`src/rtl/bcd_countdown_if.sv`:
```
// Control and display signals of the two-digit BCD countdown timer.
interface bcd_countdown_if;
    logic       load;
    logic [7:0] load_val;
    logic       start;
    logic       pause;
    logic [3:0] tens;
    logic [3:0] ones;
    logic       running;
    logic       done;
    logic [1:0] state;

    modport master (
        output load, load_val, start, pause,
        input  tens, ones, running, done, state
    );

    modport slave (
        input  load, load_val, start, pause,
        output tens, ones, running, done, state
    );
endinterface

```
`src/rtl/bcd_countdown.sv`:
```
// Two-digit BCD countdown timer with a prescaler, pause/resume and a
// one-cycle done pulse when the value reaches 00.
module bcd_countdown #(
    parameter int unsigned TICK_DIV = 1
) (
    input logic            clk,
    input logic            reset,
    bcd_countdown_if.slave bus
);

    typedef enum logic [1:0] {
        IDLE  = 2'b00,
        RUN   = 2'b01,
        PAUSE = 2'b10,
        DONE  = 2'b11
    } state_t;

    localparam logic [7:0] PRESC_LAST = 8'(TICK_DIV - 1);

    state_t     state_q;
    state_t     state_d;
    logic [3:0] tens_q;
    logic [3:0] ones_q;
    logic [7:0] presc_q;
    logic       done_q;

    logic [3:0] load_tens;
    logic [3:0] load_ones;
    logic       value_zero;
    logic       advance;
    logic       tick;
    logic       last_tick;

    // Load clamping and tick qualification.
    always_comb begin
        load_tens  = (bus.load_val[7:4] > 4'd9) ? 4'd9 : bus.load_val[7:4];
        load_ones  = (bus.load_val[3:0] > 4'd9) ? 4'd9 : bus.load_val[3:0];
        value_zero = (tens_q == 4'd0) && (ones_q == 4'd0);
        advance    = (state_q == RUN) && !bus.pause && !bus.load;
        tick       = advance && (presc_q == PRESC_LAST);
        last_tick  = tick && (tens_q == 4'd0) && (ones_q == 4'd1);
    end

    // State register.
    always_ff @(posedge clk or posedge reset) begin
        if (reset)
            state_q <= IDLE;
        else
            state_q <= state_d;
    end

    // Next-state logic; load overrides everything, pause beats start.
    always_comb begin
        state_d = state_q;
        if (bus.load) begin
            state_d = IDLE;
        end else begin
            unique case (state_q)
                IDLE:  if (bus.start) state_d = value_zero ? DONE : RUN;
                RUN: begin
                    if (bus.pause)
                        state_d = PAUSE;
                    else if (last_tick)
                        state_d = DONE;
                end
                PAUSE: if (!bus.pause && bus.start) state_d = RUN;
                DONE:  state_d = DONE;
                default: state_d = IDLE;
            endcase
        end
    end

    // Digit, prescaler and done-pulse registers.
    always_ff @(posedge clk or posedge reset) begin
        if (reset) begin
            tens_q  <= '0;
            ones_q  <= '0;
            presc_q <= '0;
            done_q  <= 1'b0;
        end else begin
            done_q <= 1'b0;
            if (bus.load) begin
                tens_q  <= load_tens;
                ones_q  <= load_ones;
                presc_q <= '0;
            end else begin
                if ((state_q == IDLE) && bus.start && value_zero)
                    done_q <= 1'b1;
                if (advance) begin
                    if (tick) begin
                        presc_q <= '0;
                        if (!value_zero) begin
                            if (ones_q == 4'd0) begin
                                ones_q <= 4'd9;
                                tens_q <= tens_q - 4'd1;
                            end else begin
                                ones_q <= ones_q - 4'd1;
                            end
                        end
                        if (last_tick)
                            done_q <= 1'b1;
                    end else begin
                        presc_q <= presc_q + 8'd1;
                    end
                end
            end
        end
    end

    // Output drive; running is decoded directly from the state.
    always_comb begin
        bus.running = (state_q == RUN);
        bus.state   = state_q;
        bus.tens    = tens_q;
        bus.ones    = ones_q;
        bus.done    = done_q;
    end

endmodule

```
`src/flat_wrapper.sv`:
```
// flat-port wrapper written by rule: the top's interface ports become plain ports
module bcd_countdown_flat 
#(
    parameter int unsigned TICK_DIV = 1
)
  (clk, reset, bus_load, bus_load_val, bus_start, bus_pause, bus_tens, bus_ones, bus_running, bus_done, bus_state);
  bcd_countdown_if bus_i ();
  input logic clk;
  input logic reset;
  input wire logic [$bits(bus_i.load)-1:0] bus_load;
  input wire logic [$bits(bus_i.load_val)-1:0] bus_load_val;
  input wire logic [$bits(bus_i.start)-1:0] bus_start;
  input wire logic [$bits(bus_i.pause)-1:0] bus_pause;
  output wire logic [$bits(bus_i.tens)-1:0] bus_tens;
  output wire logic [$bits(bus_i.ones)-1:0] bus_ones;
  output wire logic [$bits(bus_i.running)-1:0] bus_running;
  output wire logic [$bits(bus_i.done)-1:0] bus_done;
  output wire logic [$bits(bus_i.state)-1:0] bus_state;
  assign bus_i.load = bus_load;
  assign bus_i.load_val = bus_load_val;
  assign bus_i.start = bus_start;
  assign bus_i.pause = bus_pause;
  assign bus_tens = bus_i.tens;
  assign bus_ones = bus_i.ones;
  assign bus_running = bus_i.running;
  assign bus_done = bus_i.done;
  assign bus_state = bus_i.state;
  bcd_countdown #(.TICK_DIV(TICK_DIV)) u_core (.clk(clk), .reset(reset), .bus(bus_i));
endmodule
```
`config.mk`:
```
export PLATFORM = sky130hd
export DESIGN_NAME = bcd_countdown_flat
export DESIGN_NICKNAME = d
export VERILOG_FILES = /design/src/rtl/bcd_countdown_if.sv /design/src/rtl/bcd_countdown.sv /design/src/flat_wrapper.sv
export SDC_FILE = /design/constraint.sdc
export NUM_CORES = 1
export LEC_CHECK = 0
export ABC_AREA = 1
export ABC_CLOCK_PERIOD_IN_PS = 1600
export CAP_MARGIN = 20
export CORE_AREA = 2 2 81 44
export CTS_BUF_LIST = sky130_fd_sc_hd__clkbuf_16
export CTS_CLUSTER_DIAMETER = 200
export DETAILED_ROUTE_END_ITERATION = 6
export DIE_AREA = 0 0 83 46
export DONT_BUFFER_PORTS = 1
export PLACE_DENSITY = 0.66
export RECOVER_POWER = 100
export SYNTH_ARGS = -nofsm -noshare
export SYNTH_HDL_FRONTEND = slang
export SYNTH_SLANG_ARGS = --single-unit
```
`constraint.sdc`:
```
create_clock -name clk -period 1.6 [get_ports clk]
set_input_delay 0.48 -clock clk [delete_from_list [all_inputs] [get_ports clk]]
set_output_delay 0.48 -clock clk [all_outputs]
set_load 0.005 [all_outputs]
```
== Word-level counts from Yosys, hierarchy flattened ==
Index checks and enable logic that the tools add are counted.

* Bits in registers: 19
* Output and inout bits: 12

* Add/sub/neg operators: 3
* Order comparisons: 2
* Equal/unequal tests: 8
* Muxes and demuxes: 27
* Reductions and logical operators: 21

{| class="wikitable"
|+ Operators by type and width
! kind !! count
|-
| $mux W4 || 12
|-
| $mux W8 || 3
|-
| $mux W2 || 6
|-
| $logic_and A1 B1 Y1 || 9
|-
| $add A8 B1 Y8 const B || 1
|-
| $gt A4 B4 Y1 const B || 2
|-
| $logic_not A4 Y1 || 2
|-
| $logic_not A8 Y1 || 1
|-
| $pmux W2 S4 || 1
|-
| $sub A4 B1 Y4 const B || 2
|-
| $reduce_and A3 Y1 || 2
|-
| $reduce_bool A2 Y1 || 3
|-
| $mux W1 || 5
|-
| $eq A2 B2 Y1 const B || 2
|-
| $eq A4 B1 Y1 const B || 1
|-
| $ne A4 B3 Y1 const B || 1
|-
| $reduce_and A4 Y1 || 1
|-
| $ne A3 B2 Y1 const B || 1
|-
| $ne A3 B3 Y1 const B || 1
|-
| $eq A2 B1 Y1 const B || 1
|-
| $logic_not A1 Y1 || 2
|-
| $logic_not A2 Y1 || 1
|-
| $ne A2 B2 Y1 const B || 1
|}

== Depth between registers and ports, before layout ==
Gate-level depths: netlist (run 1).

* Depth after elaboration: 10
* Depth in mapped cells: 9

== Worst setup path before layout (run 1) ==
OpenSTA, ideal clock, no wires.

* Path kind: flip-flop to flip-flop
* From: register u_core.tens_q[0], in the netlist u_core.bus.tens[0]
* To: register u_core.tens_q[2], in the netlist u_core.bus.tens[2]
* Library setup time: 0.117 ns
* Arrival: 1.180 ns
* Data required time: 1.483 ns
* Slack: 0.303 ns
* Cell stages (with the launch flop): 9
* Path buffers: 0
* Clock period less this slack: 1.297 ns
* Cell sequence: dfrtp_1 -> inv_1 -> ha_1 -> nand2_2 -> inv_1 -> o21ai_4 -> nand2_4 -> nand2_1 -> nand2_1

* Word-level cells in the longest chain between the ends: 6
* Elaborated cells on any way between the ends: 10
* Classes of those cells: 1 x add/sub; 1 x eq/ne; 5 x mux; 3 x reduce/logical

{| class="wikitable"
|+ Ends and longest elaborated chain
! what !! RTL line !! RTL
|-
| start, declared || bcd_countdown.sv:22 || <nowiki>logic [3:0] tens_q;</nowiki>
|-
| start signal, assigned || bcd_countdown.sv:83 || <nowiki>tens_q <= load_tens;</nowiki>
|-
| start signal, assigned || bcd_countdown.sv:95 || <nowiki>tens_q <= tens_q - 4'd1;</nowiki>
|-
| $sub A4 B1 Y4 || bcd_countdown.sv:95 ||
|-
| $mux W4 || bcd_countdown.sv:93 || <nowiki>if (ones_q == 4'd0) begin</nowiki>
|-
| $mux W4 || bcd_countdown.sv:92 || <nowiki>if (!value_zero) begin</nowiki>
|-
| $mux W4 || bcd_countdown.sv:90 || <nowiki>if (tick) begin</nowiki>
|-
| $mux W4 || bcd_countdown.sv:89 || <nowiki>if (advance) begin</nowiki>
|-
| $mux W4 || bcd_countdown.sv:82 || <nowiki>if (bus.load) begin</nowiki>
|}

Parallel ways exist; a longest one is shown, timed or not. The select of a mux whose other input is x is not followed.
A chain may end at the register's enable or synchronous reset.

== Worst setup path after layout (run 1) ==
* From: register u_core.tens_q[0], in the netlist u_core.bus.tens[0]
* To: register u_core.tens_q[3], in the netlist u_core.bus.tens[3]

The elaborated chain is that of the path after synthesis.

==> results of run 1 <==
## report_power, final
part / total [uW] / switching, uW / leakage [uW] / internal [uW]
registers: 681 / 119 / 0.000251 / 562
logic: 562 / 360 / 0.000465 / 202
clock network: 497 / 165 / 0.0000423 / 332
## sequential cells by signal (all words and copies together), names as in the netlist
name / count
u_core.presc_q: 8
u_core.bus.state: 2
u_core.bus.ones: 4
u_core.bus.tens: 4
u_core.bus.done: 1
## what timing repair did
item | in CTS | in global routing
endpoints found under the hold margin | 0 | 0
setup endpoints to repair | 0 | 4
gates resized for setup | 0 | 1
## synth_stat cells
library cell | number | area [sq um]
sky130_fd_sc_hd__nor2_4 | 3 | 33.8
sky130_fd_sc_hd__o21ai_1 | 4 | 20.0
sky130_fd_sc_hd__a21oi_2 | 1 | 8.76
sky130_fd_sc_hd__buf_6 | 3 | 33.8
sky130_fd_sc_hd__nand3_2 | 1 | 10.0
sky130_fd_sc_hd__inv_2 | 2 | 7.51
sky130_fd_sc_hd__a22oi_1 | 1 | 7.51
sky130_fd_sc_hd__ha_1 | 4 | 50.1
sky130_fd_sc_hd__nand3_1 | 20 | 100
sky130_fd_sc_hd__nand2_2 | 3 | 18.8
sky130_fd_sc_hd__o21ai_0 | 8 | 40.0
sky130_fd_sc_hd__nand2_4 | 4 | 45.0
sky130_fd_sc_hd__xor2_1 | 1 | 8.76
sky130_fd_sc_hd__nand2_8 | 1 | 20.0
sky130_fd_sc_hd__a21oi_1 | 6 | 30.0
sky130_fd_sc_hd__nor3_1 | 3 | 15.0
sky130_fd_sc_hd__xnor2_1 | 1 | 8.76
sky130_fd_sc_hd__a22oi_2 | 1 | 12.5
sky130_fd_sc_hd__inv_4 | 1 | 6.26
sky130_fd_sc_hd__nor2_2 | 3 | 18.8
sky130_fd_sc_hd__nand3b_1 | 1 | 7.51
sky130_fd_sc_hd__o21ai_4 | 1 | 16.3
sky130_fd_sc_hd__nand2_1 | 58 | 218
sky130_fd_sc_hd__inv_1 | 23 | 86.3
sky130_fd_sc_hd__dfrtp_1 | 19 | 475
sky130_fd_sc_hd__nor2_1 | 13 | 48.8
sky130_fd_sc_hd__nand4_1 | 3 | 18.8
## cell families (layout without fill, tap and decap cells)
logic type | after synthesis | after routing
xor gates and xnor gates | 2 | 2
AOI/OAI and AO/OA | 22 | 22
adders and majority gates | 4 | 4
buffers and inverters | 29 | 34
and+or+nand+nor | 113 | 113
DFF | 19 | 19
## area by class of cell
type	count	area, sq um
tap	42	52.6
fill	310	1740
timing repair buffer	4	18.8
inverter	26	100
clock buffer	3	75.1
sequential	19	475
clock inverter	1	3.75
multi-input combinational	141	747
## per-layer routing
metal,track usage,vias to the layer above
met4,0.0393,0
met3,0.0543,0
met1,0.268,537
met5,0,-
li1,-,615
met2,0.185,39
## through the flow
stage	instance area [sq um]	hold slack [ns]	setup WS, ns	power (uW)
6_report	1470	0.298	0.101	1740
5_1_grt	1470	0.288	0.0232	1880
4_1_cts	1490	0.149	0.113	1780
3_5_place_dp	1420	0.415	0.133	1260
3_3_place_gp	1420	0.418	0.173	1270
2_1_floorplan	1370	0.431	0.303	1130
## worst max path at each step
stage / start / to / slack, ns / cells after the start
finish: u_core.bus.tens[0] / u_core.bus.tens[3] / 0.10 / 8
global route: u_core.bus.tens[0] / u_core.bus.tens[3] / 0.02 / 8
CTS: u_core.bus.tens[0] / u_core.bus.ones[0] / 0.11 / 9
detailed placement: u_core.bus.tens[0] / u_core.bus.ones[0] / 0.13 / 9
global placement: u_core.bus.tens[0] / u_core.bus.tens[3] / 0.17 / 8
floorplan: u_core.bus.tens[0] / u_core.bus.tens[2] / 0.30 / 8
## critical path: cells and delay by family, from the launching register on
| kind | cells | cell delay, ns |
|---|---|---|
| fa+ha+maj | 1 | 0.21 |
| compound gates | 1 | 0.19 |
| simple gates | 4 | 0.40 |
| buf+inv | 2 | 0.17 |
| flops | 1 | 0.42 |
==> metrics list, run 1 <==
- Setup repair after global routing missed its margin: no
- The critical path goes through inv_2 -> ha_1 -> nand2_2 -> inv_1 -> o21ai_4 -> nand2_1 -> nand2_1 -> nand2_1.
- Final critical path time including I/O delays and setup: approximately 1.5 ns
- The root buffer cell chosen for the clock tree is sky130_fd_sc_hd__clkbuf_16.
* Synthesized-area fraction occupied by and/or/nand/nor cells: 0.406
* HPWL after detailed placement: roughly 2300 um
- Cell type with the highest occurrence count on the critical path: sky130_fd_sc_hd__nand2_1
- Worst setup SP type: flip-flop
- Status: completed
- For hold timing, the worst endpoint is u_core.bus.done.
- Xor/xnor share of the synthesized area: 0.0128
* Critical Path AT: ~1.6 ns
* Capturing point of the worst reg2reg path: u_core.bus.tens[3]
- In this run the remaining antenna-violating nets after routing total 0.
- Overflow after GRT: 0
- Worst hold path cell count: 1
- After synthesis, the share of cell area in mux cells is 0.
- The initial antenna violation count is 0.
* Overall global routing resource usage: 0.162
- After detailed placement, the design holds a cell count of 232.
* Number of hold buffers added after CTS: 0
- On the final layout, the worst clock skew is between 0.002 and 0.0025 ns.
- Headroom to the max-slew limit came out at 0.322.
- Leakage power figure: roughly 0.00076 uW
* Total die area: between 0.003 and 0.004 sq mm
- Count of endpoints failing hold in the final timing report: 0
- Post-synthesis area per instance: a little over 7 sq um
* Most common cell after layout, fill and taps aside: sky130_fd_sc_hd__nand2_1
- The floorplan has 15 rows.
- Main combinational cell family by area after synthesis: simple AND/OR/NAND/NOR gates
* Setup Total Neg Slack: 0 ns
- Min-Delay Startpoint: bus_load
* Post-Syn Instances: between 150 and 200
- Count of unresolved DRC violations after routing: 0
- Entering global routing, the biggest net connects 20 pins.
* Clock tree from TritonCTS: done
- Yosys printed 0 warnings.
- Setup violations remaining at the end of the flow were counted as 0.
- Number of input and output port buffers inserted: 0
- The first global-routing pass estimated 4700 um of wire.
- The slowest stage of the critical path is the sky130_fd_sc_hd__dfrtp_1 cell.
* Share of synthesized area occupied by flip-flops and latches: 0.348
* Path category of the worst min-delay check: in -> reg
- Adder-cell area share of the yosys netlist: 0.0366
* Tightest Pin Transition: roughly 1.0 ns
- Max-cap violations in this run came to 0.
* Crit end category: flip-flop
* Routed wire length on met3: approximately 170 um
- Data on the critical path is required at its endpoint by around 1.7 ns.
- Final weighted congestion in routability-driven placement: 0.783
- Antenna cells: 0
* Total Routed Length: between 2000 and 3000 um
- The synthesized netlist occupies a cell area of ~0.0014 sq mm.
* Critical Path Max Stage Delay: ~0.42 ns
- Dividing the final minimum period by the clock period gives 0.937.
* Height of the die: 46 um
- Most used cells in the layout excluding fill and tap cells: 60 x sky130_fd_sc_hd__nand2_1, 24 x sky130_fd_sc_hd__inv_1, 20 x sky130_fd_sc_hd__nand3_1
- In this run, CTS created clock tree buffers numbering 3.
- 1st-iter DRT viols: 75
- Metal2 WL: a little over 1000 um
- Clock Sink Count: 19
* Number of optimization iterations in the first detailed-route pass: 4
* CTS Buffer Depth: 2
- Clk Latency, worst-skew pair: 0.25 ns
- VDD IR max: about 0.51 mV
- The synthesized design contains 19 register bits.
* Final Core Density: 0.459
* Drt wl/cell: around 12 um
* Startpoint of the worst register-to-register path: u_core.bus.tens[0]
* Total number of nets in the final design: about 210
- Width of the chip: between 80 and 90 um
- After clock tree synthesis, the clock-pin slew on the worst setup and hold paths is around 0.050 ns.
- Vias per std cell: between 5 and 6
* Number of library cell types mapped by synthesis: 27
- Number of I/O pins: 25
- For this design the ratio of total power to cell area is roughly 1200 mW/mm^2.
- Final slew viol count: 0
- Effective utilization at floorplan: 0.426
* Vias in the first global route: ~970
* Nets in the synthesized netlist: 206
- Highest clock rate: between 0.6 and 0.7 GHz
- R2R depth: 8
* R2R Setup Slk: between 0.1 and 0.15 ns
- Buffers added to address setup during post-CTS repair amount to 0.
* Total via count after detailed routing: between 1000 and 1500
* Compound-Gate Fraction of Synth Area: 0.0989
- The highest metal layer carrying signal wires in the routed design is met3.
* Area Overhead vs Synth: 7.78%
* Placeable core area: 0.00321 sq mm
- In this run the worst path has a maximum fanout of 5.
- Classification of the worst setup path: reg -> reg
- For this block, wires on met1 add up to about 1700 um.
* Layout cells sized above 1: 0.119
* H-tree depth: 1
- Non-filler cells in the finished layout: 236
(Power assumes the default switching activity.)
==> run 2, diff against run 1 <==
--- a/config.mk
+++ b/config.mk
@@ -5,16 +5,16 @@
 export SDC_FILE = /design/constraint.sdc
 export NUM_CORES = 1
 export LEC_CHECK = 0
-export ABC_AREA = 1
+export ABC_AREA = 0
 export ABC_CLOCK_PERIOD_IN_PS = 1600
 export CAP_MARGIN = 20
-export CORE_AREA = 2 2 81 44
+export CORE_AREA = 2 2 54 56
 export CTS_BUF_LIST = sky130_fd_sc_hd__clkbuf_16
 export CTS_CLUSTER_DIAMETER = 200
 export DETAILED_ROUTE_END_ITERATION = 6
-export DIE_AREA = 0 0 83 46
+export DIE_AREA = 0 0 56 58
 export DONT_BUFFER_PORTS = 1
-export PLACE_DENSITY = 0.66
+export PLACE_DENSITY = 0.64
 export RECOVER_POWER = 100
 export SYNTH_ARGS = -nofsm -noshare
 export SYNTH_HDL_FRONTEND = slang
==> run 2 against run 1 <==
  * Highest routed layer is now met4
  * The flow now finishes with violations (negative setup slack)
  * Die area down 15%
  * Clock power is 3% higher
  * Critical endpoint is now u_core.bus.ones[2]
  * Core utilization up 12 points
  * Largest cell class unchanged
  * Largest power group unchanged
  * Critical path depth shrank 1
  * Worst hold slack worse by 0.0034 ns
==> metrics list, run 2 <==
* Layout cells sized above 1: 0.280
- Primary flip-flop cell chosen by synthesis mapping: sky130_fd_sc_hd__dfrtp_1
- Leading post-synthesis cells by instance count: 19 x sky130_fd_sc_hd__dfrtp_1, 13 x sky130_fd_sc_hd__nand2_1, 10 x sky130_fd_sc_hd__a21oi_1
- Cells taking the most area after synthesis: sky130_fd_sc_hd__dfrtp_1 42%, sky130_fd_sc_hd__a21oi_1 4.4%, sky130_fd_sc_hd__ha_1 4.4%, sky130_fd_sc_hd__nand2_1 4.3%, sky130_fd_sc_hd__o21ai_0 3.1%
- In the routed layout, each cell is associated on average with a via count of ~5.8.
- Summing all multi-input logic gate instances after layout gives 687 sq um.
- Nets in the synthesized netlist: approximately 140
* Total via count after detailed routing: roughly 1100
- VDD IR max: ~0.79 mV
- Total number of nets in the final design: ~180
- Wire length of the first global-routing pass: 5120 um
- Number of library cell types mapped by synthesis: 37
- For this run, the detailed router's first-pass iteration total came to 4.
- The repair_antennas step left the layout with diodes totalling 0.
* Biggest register: u_core.presc_q
- The clock net in this run drives a total of 19 sinks.
* Height of the die: around 58 um
* Overall global routing resource usage: 0.206
- Highest clock rate: roughly 0.47 GHz
- The cell area that synthesis handed to floorplanning was ~0.0011 sq mm.
- Cell taking the most area after synthesis: sky130_fd_sc_hd__dfrtp_1
- Relative slew slack: 0.289
* Max reg flops: 8
- For this configuration, the core starts out at a cell density of 0.426.
- The number of hold buffers added after CTS was 0.
- Portion of the clock cycle consumed by the worst path in the final layout: 1.32
- Failing checks: negative setup slack
- Maximum net fanout on the critical path: 2
- Summed over all failing endpoints, the final setup total negative slack is -5.74 ns.
* Number of clock buffers inserted by TritonCTS: 3
- In the final layout, flip-flops and latches occupy about 480 sq um.
- Post-synthesis area per instance: 9.07 sq um
* Count of unresolved DRC violations after routing: 0
- The number of slew-limit violations in the final report was 0.
- Path category of the worst min-delay check: in -> reg
- Setup violations remaining at the end of the flow were counted as 16.
- Count of endpoints failing hold in the final timing report: 0
- The critical path in this run is classified as reg -> reg.
- Antenna violations before repair: 0
* Worst setup SP type: flip-flop
- Most common cell after layout, fill and taps aside: sky130_fd_sc_hd__buf_4
* CTS Buffer Depth: 2
- Vias in the first global route: about 1100
- Endpoint required time on the critical path: between 1.5 and 2 ns
* Most frequent cell after synthesis: sky130_fd_sc_hd__dfrtp_1
- Crit end category: flip-flop
* 1st-iter DRT viols: 13
- Drt wl/cell: 16.0 um
- 25 I/O pins were placed.
* Final setup slack of the worst path: -0.517 ns
* Max-capacitance violation count: 0
- TritonCTS built the clock tree.
- In this run, synthesis inferred 0 flip-flops with an integrated enable.
- Measured on the finished design, the core utilization comes to 0.581.
- Synthesis handed over a netlist of between 100 and 150 instances.
* Share of synthesized registers carrying an async set or reset: 1.00
* HPWL after detailed placement: approximately 2200 um
- Overflow after GRT: 0
- In the layout the commonest cells are 22 x sky130_fd_sc_hd__buf_4, 19 x sky130_fd_sc_hd__dfrtp_1, 11 x sky130_fd_sc_hd__nand2_1.
* Clock slew seen by the registers of the worst setup and hold paths: about 0.05 ns
- For this run, the register share of the synthesized area comes to 0.419.
- The floorplan has 19 rows.
- Final critical path time including I/O delays and setup: between 2 and 2.5 ns
- The die is 56 um wide.
- In this run the number of H-tree levels came out at 1.
- Total of flip-flops plus latches after synthesis: 19
* Setup Skew: just over 0.0009 ns
* Final weighted congestion in routability-driven placement: 0.818
* Total Routed Length: 3080 um
* Pin count of the biggest net entering global routing: 24
* Tightest Pin Transition: ~1.1 ns
* Total die area: between 0.003 and 0.004 sq mm
- Pwr per Cell Area: roughly 800 mW/mm^2
* Antenna-violating nets left: 0
- Status: complete, but fails checks
- Placeable core area: 0.00266 sq mm
- Setup repair after global routing missed its margin: yes
- Of the post-synthesis cell area, the dominant cell type holds 0.419.
* YS warnings: 0
* Leakage power figure: between 0.0006 and 0.0007 uW
- Port buffering added 0 buffers.
* Critical Path AT: between 2 and 2.5 ns
- Clk Latency, worst-skew pair: about 0.25 ns
- The tree is rooted in a sky130_fd_sc_hd__clkbuf_16.
- Area Overhead vs Synth: 36.4%
- Count of fill cells added during filler insertion: around 240
==> run 2: cell count changes after synthesis, moves of 4 or more <==
cell                      before  now
sky130_fd_sc_hd__a21oi_1       6   10
sky130_fd_sc_hd__inv_1        23    8
sky130_fd_sc_hd__nand2_1      58   13
sky130_fd_sc_hd__nand2_4       4    0
sky130_fd_sc_hd__nand3_1      20    3
sky130_fd_sc_hd__nor2_1       13    9
sky130_fd_sc_hd__o21ai_1       4    0
==> run 2: routing by layer <==
layer	wire, um	up-vias	track usage
met5	0	-	0
met1	1280	541	0.240
met4	61	0	0.0714
li1	-	526	-
met3	154	6	0.0536
met2	1580	32	0.368
==> run 2: per-stage QoR <==
| stage | total power (uW) | worst slack [ns] | cell area [sq um] | instances | hold slack, ns |
|---|---|---|---|---|---|
| after floorplan | 652 | -0.501 | 1160 | 125 | 0.431 |
| after global placement | 732 | -0.426 | 1420 | 184 | 0.410 |
| after detailed placement | 740 | -0.511 | 1420 | 184 | 0.417 |
| after CTS | 1260 | -0.523 | 1560 | 190 | 0.155 |
| after global routing | 1290 | -0.601 | 1550 | 192 | 0.282 |
| final | 1230 | -0.517 | 1550 | 192 | 0.294 |
==> run 2: power breakdown <==
group	leakage, uW	total [uW]	internal (uW)	switching [uW]
Clock	0.0000423	510	332	178
Combinational	0.000389	205	89.7	115
Sequential	0.000250	518	505	12.5
Total	0.000681	1230	927	305
==> run 2: path summary, 6_finish.rpt <==
| kind | start | end | slack [ns] | cells after the start |
|---|---|---|---|---|
| max in group asynchronous | reset | u_core.presc_q[0] | 0.51 | 2 |
| hold / removal | bus_load | u_core.presc_q[5] | 0.29 | 1 |
| setup / recovery | u_core.presc_q[0] | u_core.bus.ones[2] | -0.52 | 7 |
| hold reg to reg | u_core.presc_q[7] | u_core.presc_q[7] | 0.59 | 2 |
| setup reg to reg | u_core.presc_q[0] | u_core.bus.ones[2] | -0.52 | 7 |
| min in group asynchronous | reset | u_core.presc_q[5] | 0.45 | 2 |
==> run 2: final cells by class <==
cell class,instances,area share
Clock buffer,3,0.0485
Timing Repair Buffer,35,0.153
Sequential cell,19,0.307
Inverter,8,0.0194
Tap cell,31,0.0251
Clock inverter,1,0.00243
Multi-Input combinational cell,95,0.444
==> run 2: what timing repair did <==
| item | CTS | global route |
|---|---|---|
| pin swaps | 7 | 4 |
| hold endpoints to repair | 0 | 0 |
| setup endpoints to repair | 16 | 16 |
| cloned | 0 | 0 |
| buffers inserted | 2 | 2 |
| gates resized for setup | 16 | 3 |
==> run 2: cells by family (layout without fill, tap and decap cells) <==
group,Yosys count,after routing,synth area share
compound gates,30,30,0.161
xor+xnor,5,5,0.0386
fa+ha+maj,4,4,0.0442
simple gates,53,53,0.273
flops,19,19,0.419
buf+inv,11,47,0.0364
mux,3,3,0.0276
==> run 2: worst max-delay path, cell delays in order (launching register included) <==
cell and delay [ns]:
sky130_fd_sc_hd__dfrtp_1 0.37, sky130_fd_sc_hd__inv_1 0.06, sky130_fd_sc_hd__ha_1 0.13, sky130_fd_sc_hd__or4b_4 0.45
sky130_fd_sc_hd__or4_4 0.52, sky130_fd_sc_hd__nor3_4 0.16, sky130_fd_sc_hd__mux2i_1 0.22, sky130_fd_sc_hd__o22ai_1 0.08
==> RTL change (flow settings as in run 2) <==
Reset style: synchronous (`reset`), changed in 2 clocked blocks.
--- a/src/rtl/bcd_countdown.sv
+++ b/src/rtl/bcd_countdown.sv
@@ -43,5 +43,5 @@
 
     // State register.
-    always_ff @(posedge clk or posedge reset) begin
+    always_ff @(posedge clk) begin
         if (reset)
             state_q <= IDLE;
@@ -72,5 +72,5 @@
 
     // Digit, prescaler and done-pulse registers.
-    always_ff @(posedge clk or posedge reset) begin
+    always_ff @(posedge clk) begin
         if (reset) begin
             tens_q  <= '0;
Function: differs if reset is asserted again (counterexample within 4 cycles, from zero or initial values and one cycle with reset high); with reset held inactive, the same outputs for 10 cycles.
==> RTL change against run 2 <==
The flow still finishes with violations (negative setup slack). Clock skew grew 1.2 ps. Design area shrank 2.3%. Setup slack gained 200 ps. Clock power grew 2%. Utilization shrank 1.4 points. Global-route usage shrank 1.4 points. First-iteration DRC count grew to 2.8 times the old value. Synthesized area shrank 4.7%. Largest power group is now the clock network. Sequential cell count is the same. Sequential power shrank 2%. Total power grew 0.21%. Routed wire length shrank 6.5%.
==> RTL change: results (changes against run 2) <==
logic_synthesis:
  synth_xor_area_frac: 0.04056  # +0.001925
  ys_seq_area_frac: 0.3523  # -0.06717
  synth-compound-area-share: 0.1947  # +0.03352
  syn-num-nets: 150  # +5.6%
  ys_top_cells_by_count: "dfxtp_1, nand2_1, nor2_1"
  syn_inst: 134  # +7.2%
  ys_async_sr_fraction: 0  # -1.000
  ys_top_cells_by_area: "dfxtp_1, a21oi_1, nand2_1"
  yosysUniqueCellTypes: 39  # +5.4%
  yosys.area_share.adder: 0.03476  # -0.009388
  synthMuxAreaShare: 0.02781  # +0.0002161
  yosys_warnings: 0  # unchanged
sta:
  finClkSkew_ps: 2.156  # +1.224 ps
  fin_ws_ps: -320.7  # +196.3 ps
  setup_viol: 9  # -7
  slew_headroom: 0.6569  # +0.3681
layout:
  nNetsFinal: 182  # +1.7%
  regMostFlops: "u_core.presc_q"
  fillers: 263  # +11%
  largest_register_ffs: 8  # unchanged
  drive_gt1_frac: 0.3333  # +0.05383
  stdcell_count: 196  # +2.1%
  num_antenna_cells: 0  # unchanged
power_and_ir_drop:
  vdd_drop_max_v: 0.0007022  # -11%
  p_int_uw: 928.0  # about the same
  p_leak_uw: 0.0005715  # -16%
  power_density_nw_per_um2: 817.8  # +2.6%
outcome:
  status: "finished, violations left"
  violations: "negative setup slack"
grt:
  grt_usage: 0.1914  # -0.01436
  grt_max_degree: 14  # -42%
  grt_pass1_vias: 1136  # -0.088%
  antenna_found_initial: 0  # unchanged
  grt_pass1_wl_um: 5009  # -2.1%
critical_path:
  crit_path_max_incr_delay_ps: 530
  cp_top_family: "simple AND/OR/NAND/NOR gates"
  path_max_fanout: 2  # unchanged
  crit_slowest_cell: "or4_4"
  crit_arrival_ps: 2100  # -150 ps
  worst_r2r_path_depth: 4  # -3
clocking:
  htreeDepth: 1  # unchanged
  path_clk_slew_ps: 50  # about the same
  cts_buffer_depth: 2  # unchanged
  clock_latency_ps: 250  # about the same
  root_buffer: "clkbuf_16"
  cts_inserted_buffers: 3  # unchanged
placement:
  dpl.hpwl_um: 2224  # -1.1%
  dp_cells: 189  # +2.7%
  place_ws_ps: -314.9  # +196.5 ps
  port_buffers: 0  # unchanged
  gp_congestion: 0.7673  # -6.2%
drt:
  routed_wl_um: 2876  # -6.5%
  drc: 0  # unchanged
  via_per_inst: 5.699  # -0.98%
  firstDrtPassIters: 4  # unchanged
  drt-initial-drc-count: 37  # +24
worst_hold_path:
  hp-class: "input pin to flip-flop"
  hold_depth: 1  # unchanged
-- RTL change: changes by cell type after synthesis, moves of 4 or more --
| cell | change |
|---|---|
| nor4_1 | +4 |
| nand3_1 | +4 |
| dfxtp_1 | +19 |
| dfrtp_1 | -19 |
-- RTL change: cell families after synthesis --
group,count (synthesis)
simple gates,58
buf+inv,14
mux,3
xor+xnor,5
compound gates,32
fa+ha+maj,3
flops,19
-- RTL change: path summary, 6_finish.rpt --
kind	from	end	slack, ps
max reg2reg	u_core.bus.ones[1]	u_core.bus.tens[3]	-320
max	u_core.bus.ones[1]	u_core.bus.tens[3]	-320
min reg2reg	u_core.presc_q[7]	u_core.presc_q[7]	550
min	reset	u_core.bus.ones[0]	290
-- RTL change: repair_timing --
item / 4_1_cts / 5_1_grt
buffers inserted: 2 / 1
gates resized for setup: 16 / 9
endpoints found under the setup margin: 9 / 10
pin swaps: 9 / 6
-- RTL change: power groups by stage --
| stage | clock [µW] | combinational [µW] | sequential (µW) |
|---|---|---|---|
| 2_1_floorplan | 0 | 104 | 523 |
| 3_3_place_gp | 0 | 172 | 515 |
| 3_5_place_dp | 0 | 177 | 516 |
| 4_1_cts | 521 | 202 | 506 |
| 5_1_grt | 534 | 232 | 509 |
| 6_report | 520 | 210 | 506 |
-- RTL change: area by class of cell --
class,count,share of cell area
Clock buffer,3,0.04971
Multi-Input combinational cell,101,0.4921
Clock inverter,1,0.003314
Tap cell,31,0.02568
Inverter,9,0.02237
Timing Repair Buffer,32,0.1516
Sequential cell,19,0.2552
-- RTL change: worst reg2reg max path: cells and delay by family, from the launching register on --
| family | cells | cell delay, ps |
|---|---|---|
| AND/OR/NAND/NOR | 3 | 1370 |
| flip-flops | 1 | 310 |
| AO/OA/AOI/OAI | 1 | 160 |
-- RTL change: metal layers --
metal	wire, µm	vias to the layer above	track usage
met5	0	-	0
met4	36	0	0.08844
met3	137	6	0.02455
met2	1474	28	0.3361
met1	1227	527	0.2342
li1	-	556	-
-- RTL change: metrics by stage --
step                      area (µm²)  hold slack (ps)  TNS, ps    util
after global placement          1360            544.5   -773.0  0.5108
final                           1510            287.2    -1490  0.5672
after global routing            1510            284.6    -3306  0.5672
after floorplan                 1137            461.9   -307.8       -
after detailed placement        1360            553.7   -771.3  0.5108
after CTS                       1511            287.1    -1312  0.5677
